File: config.mk
export PLATFORM = sky130hd
export DESIGN_NAME = pipe_stall_ctrl
export DESIGN_NICKNAME = d
export VERILOG_FILES = /design/src/rtl/pipe_stall_ctrl.sv
export SDC_FILE = /design/constraint.sdc
export NUM_CORES = 1
export LEC_CHECK = 0
export CAP_MARGIN = 30
export CELL_PAD_IN_SITES_DETAIL_PLACEMENT = 1
export CELL_PAD_IN_SITES_GLOBAL_PLACEMENT = 2
export CORE_MARGIN = 2
export CORE_UTILIZATION = 36
export CTS_CLUSTER_DIAMETER = 80
export DETAILED_ROUTE_END_ITERATION = 10
export HOLD_SLACK_MARGIN = 0.03
export MAX_ROUTING_LAYER = met4
export PLACE_DENSITY = 0.86
export SYNTH_ARGS = -nofsm -noshare
export SYNTH_HDL_FRONTEND = slang
export SYNTH_SLANG_ARGS = --single-unit
export TNS_END_PERCENT = 1
File: constraint.sdc
create_clock -name clk -period 7.3 [get_ports clk]
set_clock_uncertainty 0.15 [all_clocks]
set_input_delay 1.825 -clock clk [delete_from_list [all_inputs] [get_ports clk]]
set_output_delay 1.825 -clock clk [all_outputs]
set_load 0.05 [all_outputs]
File: src/rtl/pipe_stall_ctrl.sv
// Pipeline stall controller for the 5-stage core.
// Merges load-use, multi-cycle mul/div occupancy and data-SRAM waits into the
// shared stall bus, sequences mul/div latency, runs a MEM wait watchdog and
// counts stalled cycles.
//
// state   | meaning
// --------+------------------------------------------------------------
// RUN     | no mul/div in flight; stall follows live hazards
// MD_BUSY | mul/div in flight; cnt counts the remaining stall cycles
// MD_HOLD | mul/div result ready but MEM is waiting; result held in EX
module pipe_stall_ctrl #(
   parameter int MUL_LAT     = 4,
   parameter int DIV_LAT     = 33,
   parameter int MEM_TIMEOUT = 255
) (
   input  logic        clk,
   input  logic        rst,
   input  logic        id_ld_use,
   input  logic        ex_md_start,
   input  logic        ex_md_is_div,
   input  logic        mem_req,
   input  logic        mem_ack,
   output logic [5:0]  stall,
   output logic        md_done,
   output logic [31:0] stall_cnt,
   output logic        err_timeout
);

   localparam int MAX_LAT = (DIV_LAT > MUL_LAT) ? DIV_LAT : MUL_LAT;
   localparam int CW      = (MAX_LAT < 3) ? 1 : $clog2(MAX_LAT);
   localparam int WW      = (MEM_TIMEOUT < 1) ? 1 : $clog2(MEM_TIMEOUT + 1);

   localparam logic [CW-1:0] MUL_LOAD = CW'(MUL_LAT - 2);
   localparam logic [CW-1:0] DIV_LOAD = CW'(DIV_LAT - 2);
   localparam logic [WW-1:0] WD_MAX   = WW'(MEM_TIMEOUT);

   // Stall patterns: each freezes its source stage and everything upstream.
   localparam logic [5:0] STALL_NONE = 6'b000000;
   localparam logic [5:0] STALL_LD   = 6'b000111;
   localparam logic [5:0] STALL_MD   = 6'b001111;
   localparam logic [5:0] STALL_MEM  = 6'b011111;

   typedef enum logic [1:0] {
      RUN     = 2'd0,
      MD_BUSY = 2'd1,
      MD_HOLD = 2'd2
   } state_t;

   state_t          state, state_nxt;
   logic [CW-1:0]   cnt, cnt_nxt;
   logic [WW-1:0]   wait_cnt, wait_cnt_nxt;
   logic [5:0]      stall_c;
   logic            done_c;
   logic            mem_wait;
   logic            stall_any;

   // A simultaneous req and ack completes the access, so it is not a wait.
   assign mem_wait = mem_req & ~mem_ack;

   // State register and mul/div latency down-counter.
   always_ff @(posedge clk or posedge rst) begin
      if (rst) begin
         state <= RUN;
         cnt   <= '0;
      end else begin
         state <= state_nxt;
         cnt   <= cnt_nxt;
      end
   end

   // Next-state and Mealy stall/done decode; mem_wait dominates every state.
   always_comb begin
      state_nxt = state;
      cnt_nxt   = cnt;
      stall_c   = STALL_NONE;
      done_c    = 1'b0;
      case (state)
         RUN: begin
            if (ex_md_start && !mem_wait) begin
               // Accept wins over a coincident load-use; the MD stall covers ID.
               cnt_nxt   = ex_md_is_div ? DIV_LOAD : MUL_LOAD;
               stall_c   = STALL_MD;
               state_nxt = MD_BUSY;
            end else if (mem_wait) begin
               // A start under mem_wait is ignored; EX is frozen and re-presents it.
               stall_c = STALL_MEM;
            end else if (id_ld_use) begin
               stall_c = STALL_LD;
            end
         end
         MD_BUSY: begin
            // The unit keeps running even while MEM is waiting.
            if (cnt != '0) begin
               cnt_nxt = cnt - 1'b1;
               stall_c = mem_wait ? STALL_MEM : STALL_MD;
            end else if (mem_wait) begin
               stall_c   = STALL_MEM;
               state_nxt = MD_HOLD;
            end else begin
               done_c    = 1'b1;
               state_nxt = RUN;
            end
         end
         MD_HOLD: begin
            if (mem_wait) begin
               stall_c = STALL_MEM;
            end else begin
               done_c    = 1'b1;
               state_nxt = RUN;
            end
         end
         default: begin
            state_nxt = RUN;
         end
      endcase
   end

   // Outputs are forced quiet while reset is asserted, regardless of inputs.
   always_comb begin
      stall   = rst ? STALL_NONE : stall_c;
      md_done = rst ? 1'b0 : done_c;
   end

   assign stall_any = (stall_c != STALL_NONE);

   // Stall-cycle performance counter, wraps modulo 2^32.
   always_ff @(posedge clk or posedge rst) begin
      if (rst) begin
         stall_cnt <= '0;
      end else if (stall_any) begin
         stall_cnt <= stall_cnt + 32'd1;
      end
   end

   // Consecutive-wait counter: saturating, cleared by any non-wait cycle.
   always_comb begin
      wait_cnt_nxt = '0;
      if (mem_wait) begin
         wait_cnt_nxt = (wait_cnt == WD_MAX) ? wait_cnt : wait_cnt + 1'b1;
      end
   end

   // Watchdog counter and sticky timeout flag; only reset clears the flag.
   always_ff @(posedge clk or posedge rst) begin
      if (rst) begin
         wait_cnt    <= '0;
         err_timeout <= 1'b0;
      end else begin
         wait_cnt <= wait_cnt_nxt;
         if (mem_wait && (wait_cnt_nxt == WD_MAX)) begin
            err_timeout <= 1'b1;
         end
      end
   end

endmodule

==> out/results.tsv <==
stage	metric	value	unit
power_and_ir_drop	Design Power	969	uW
drt	initial DRC count	68	
power_and_ir_drop	internal power	539	uW
timing	slew margin rel.	0.640	
setup_path	Startpoint Class	input port	
synthesis	post-synthesis sequential area ratio	0.449	
layout	post-route insts no fill	420	
global_route	Total GRT Usage	0.162	
power_and_ir_drop	leak pwr	1.43	nW
floorplan	# rows	31	
power_and_ir_drop	Pwr Density	287	nW/um^2
synthesis	average size of a mapped cell	10.0	sq um
drt	TritonRoute pass-1 iters	4	
setup_path	CP endpoint kind	output port	
synthesis	Ys Warns	0	
setup_path	slowest stage delay, CP	0.82	ns
place	Cells after DPL	412	
layout	Final Cell Area	3370	sq um
clock_network	CTS Hold Buffers Added	0	
synthesis	Synthesized Nets	288	
layout	most common cell after layout, fill and taps aside	dfrtp_1	
setup_path	Reg-to-Reg Start	state[1]	
place	HPWL Detailed	4530	um
power_and_ir_drop	clock network power share	0.169	
global_route	largest net degree at the start of global routing	36	
global_route	first-pass GRT wire length	10900	um
synthesis	Cell Area, Synth	2730	sq um
timing	Setup Viol. Count Final	0	
layout	Synth-to-Final Area Change	23.5	%
drt	routed len/inst	14.5	um
setup_path	reg2reg end	stall_cnt[16]	
timing	Worst Tran Pin Value	0.541	ns
clock_network	Reg clk slew, reported paths	0.09	ns
floorplan	Die Height	91.1	um
layout	Final Util	0.463	
setup_path	Worst Path Arrival	4.27	ns
min_path	Hold Crit Class	reg -> reg	
power_and_ir_drop	Psw	430	uW
clock_network	CTS sink cnt	49	
layout	layout cells sized above 1	0.0935	
floorplan	Die W	91.1	um
min_path	Hold Path Cell Cnt	1	
floorplan	Starting Density	0.375	
place	global placer's final weighted congestion	0.789	
synthesis	EDFF count, synth	0	
setup_path	Buf+Inv Stages, Crit Path	2	
setup_path	Worst path top cell family by delay	buffers and inverters	
timing	RSZ-0062 raised after global routing	false	
setup_path	R2R depth	7	
synthesis	Synth async-reset ratio	1.00	
clock_network	CTS H-Tree Depth	2	
timing	Final period util	0.856	
drt	Via Count	2156	
floorplan	Ports	47	
timing	setup TNS	0	ns
drt	Vias/cell	5.13	
min_path	WHS Endpoint	stall_cnt[31]	
setup_path	Max FO, Critical Path	6	
setup_path	Worst Path Required	5.33	ns
clock_network	Clock Latency Late Sink	0.30	ns
setup_path	cell repeated most along the worst path	clkdlybuf4s50_1	
power_and_ir_drop	Logic pwr share	0.442	
floorplan	Die Area	8300	sq um
setup_path	FF-to-FF setup slack	4.90	ns
min_path	hold_sp	stall_cnt[31]	
layout	# diodes	0	
timing	Slew Viols, Final	0	
clock_network	post-cts gate resize count	0	
layout	nets	335	
status	run status	finished, final reports clean	
setup_path	crit-path cells	clkdlybuf4s50_1, nor2b_1, o21a_1, o31a_2, and2_1, clkdlybuf4s50_1	
drt	DRC viols	0	
timing	minimum clock period	6.25	ns
synthesis	register bit total from synthesis	49	
clock_network	root buffer cell	clkbuf_8	
synthesis	Cells after Synth	273	
power_and_ir_drop	switching part of the total power	0.444	
global_route	initial antenna violation count	0	
timing	Final Hold Vio Count	0	
layout	commonest cells after routing, fill and taps aside	49 x dfrtp_1, 45 x clkdlybuf4s50_1, 27 x nand2_1, 25 x nor2_1, 19 x nor3_1	
drt	Detail Route Antenna Nets	0	
place	Port Buffers	45	
clock_network	setup bufs post-CTS	0	
power_and_ir_drop	VDD IR-drop max	0.000138	V
place	dpl ws	1.05	ns
timing	setup ws final	1.05	ns
synthesis	ys flop type	dfrtp_1	
place	area of placed instances	3280	sq um
timing	max frequency	0.160	GHz
synthesis	Unique masters post-synth	49	
drt	final WL	6080	um
power_and_ir_drop	Sequential Power Share	0.390	
setup_path	slowest CP cell	clkdlybuf4s50_1	
job	number of max-cap violations	0	
timing	Hold Slack	0.336	ns
global_route	total congestion overflow	0	
clock_network	CTS tree	done	
clock_network	Max clock buf depth	2	
setup_path	crit path kind	in -> out	
clock_network	Num CTS Buffers	5	
global_route	vias in the first global route	2241	
floorplan	Core Area	7290	sq um
[cell usage after synthesis (3+ instances only)]
library cell | n | area share
nor4_1 | 4 | 0.0092
a31oi_1 | 4 | 0.0092
clkbuf_1 | 4 | 0.0055
nand3_1 | 10 | 0.018
nor3b_1 | 4 | 0.011
inv_1 | 11 | 0.015
nor2b_1 | 4 | 0.0092
nand4_1 | 11 | 0.025
a21oi_1 | 7 | 0.013
xor2_1 | 18 | 0.058
buf_4 | 3 | 0.0082
nand2_1 | 27 | 0.037
dfrtp_1 | 49 | 0.45
xnor2_1 | 15 | 0.048
ha_1 | 8 | 0.037
nor3_1 | 19 | 0.035
nand2b_1 | 5 | 0.011
o21ai_0 | 9 | 0.016
nor2_1 | 25 | 0.034
[flip-flops by register name, indices dropped and copies added, names as in the netlist]
| name | count |
|---|---|
| cnt | 6 |
| err_timeout | 1 |
| stall_cnt | 32 |
| state | 2 |
| wait_cnt | 8 |
[per-layer routing]
metal / global-route usage / vias up / wire length, um
li1: - / 1051 / -
met1: 0.220 / 1068 / 2980
met2: 0.257 / 33 / 2890
met3: 0.0249 / 4 / 173
met4: 0.0379 / 0 / 37
met5: - / - / 0
[how the worst max path moves through the flow]
stage	slack, ns	startpoint	cells past startpoint	to
after floorplan	1.55	rst	3	stall[1]
after global placement	1.11	mem_req	6	stall[0]
after detailed placement	1.05	mem_req	6	stall[2]
after CTS	1.05	mem_req	6	stall[2]
after global routing	0.88	mem_req	6	stall[1]
final	1.05	mem_req	6	stall[2]
[kinds of logic (layout without fill, tap and decap cells)]
logic type,after synthesis,in the layout,synth area share
flops,49,49,0.449
compound gates,36,36,0.114
other cells,1,1,0.00137
xor+xnor,33,33,0.106
buf+inv,18,66,0.0289
simple gates,127,127,0.259
fa+ha+maj,8,8,0.0366
mux,1,1,0.00550
[power by group through the flow]
stage          registers [mW]  logic (mW)  clock network, mW
2_1_floorplan           0.446       0.250                  0
3_3_place_gp            0.382       0.427                  0
3_5_place_dp            0.383       0.432                  0
4_1_cts                 0.378       0.434              0.171
5_1_grt                 0.387       0.469              0.184
6_report                0.377       0.428              0.163
[final cells by class]
| type | instances | area, sq um |
|---|---|---|
| clock buffers | 5 | 68.8 |
| clock inverters | 3 | 21.3 |
| fillers | 841 | 3920 |
| inverters | 11 | 41.3 |
| multi-input cells | 206 | 1430 |
| flip-flops and latches | 49 | 1230 |
| well taps | 99 | 124 |
| repair buffers | 47 | 465 |
Note: power is estimated with default switching activity, not from simulation.
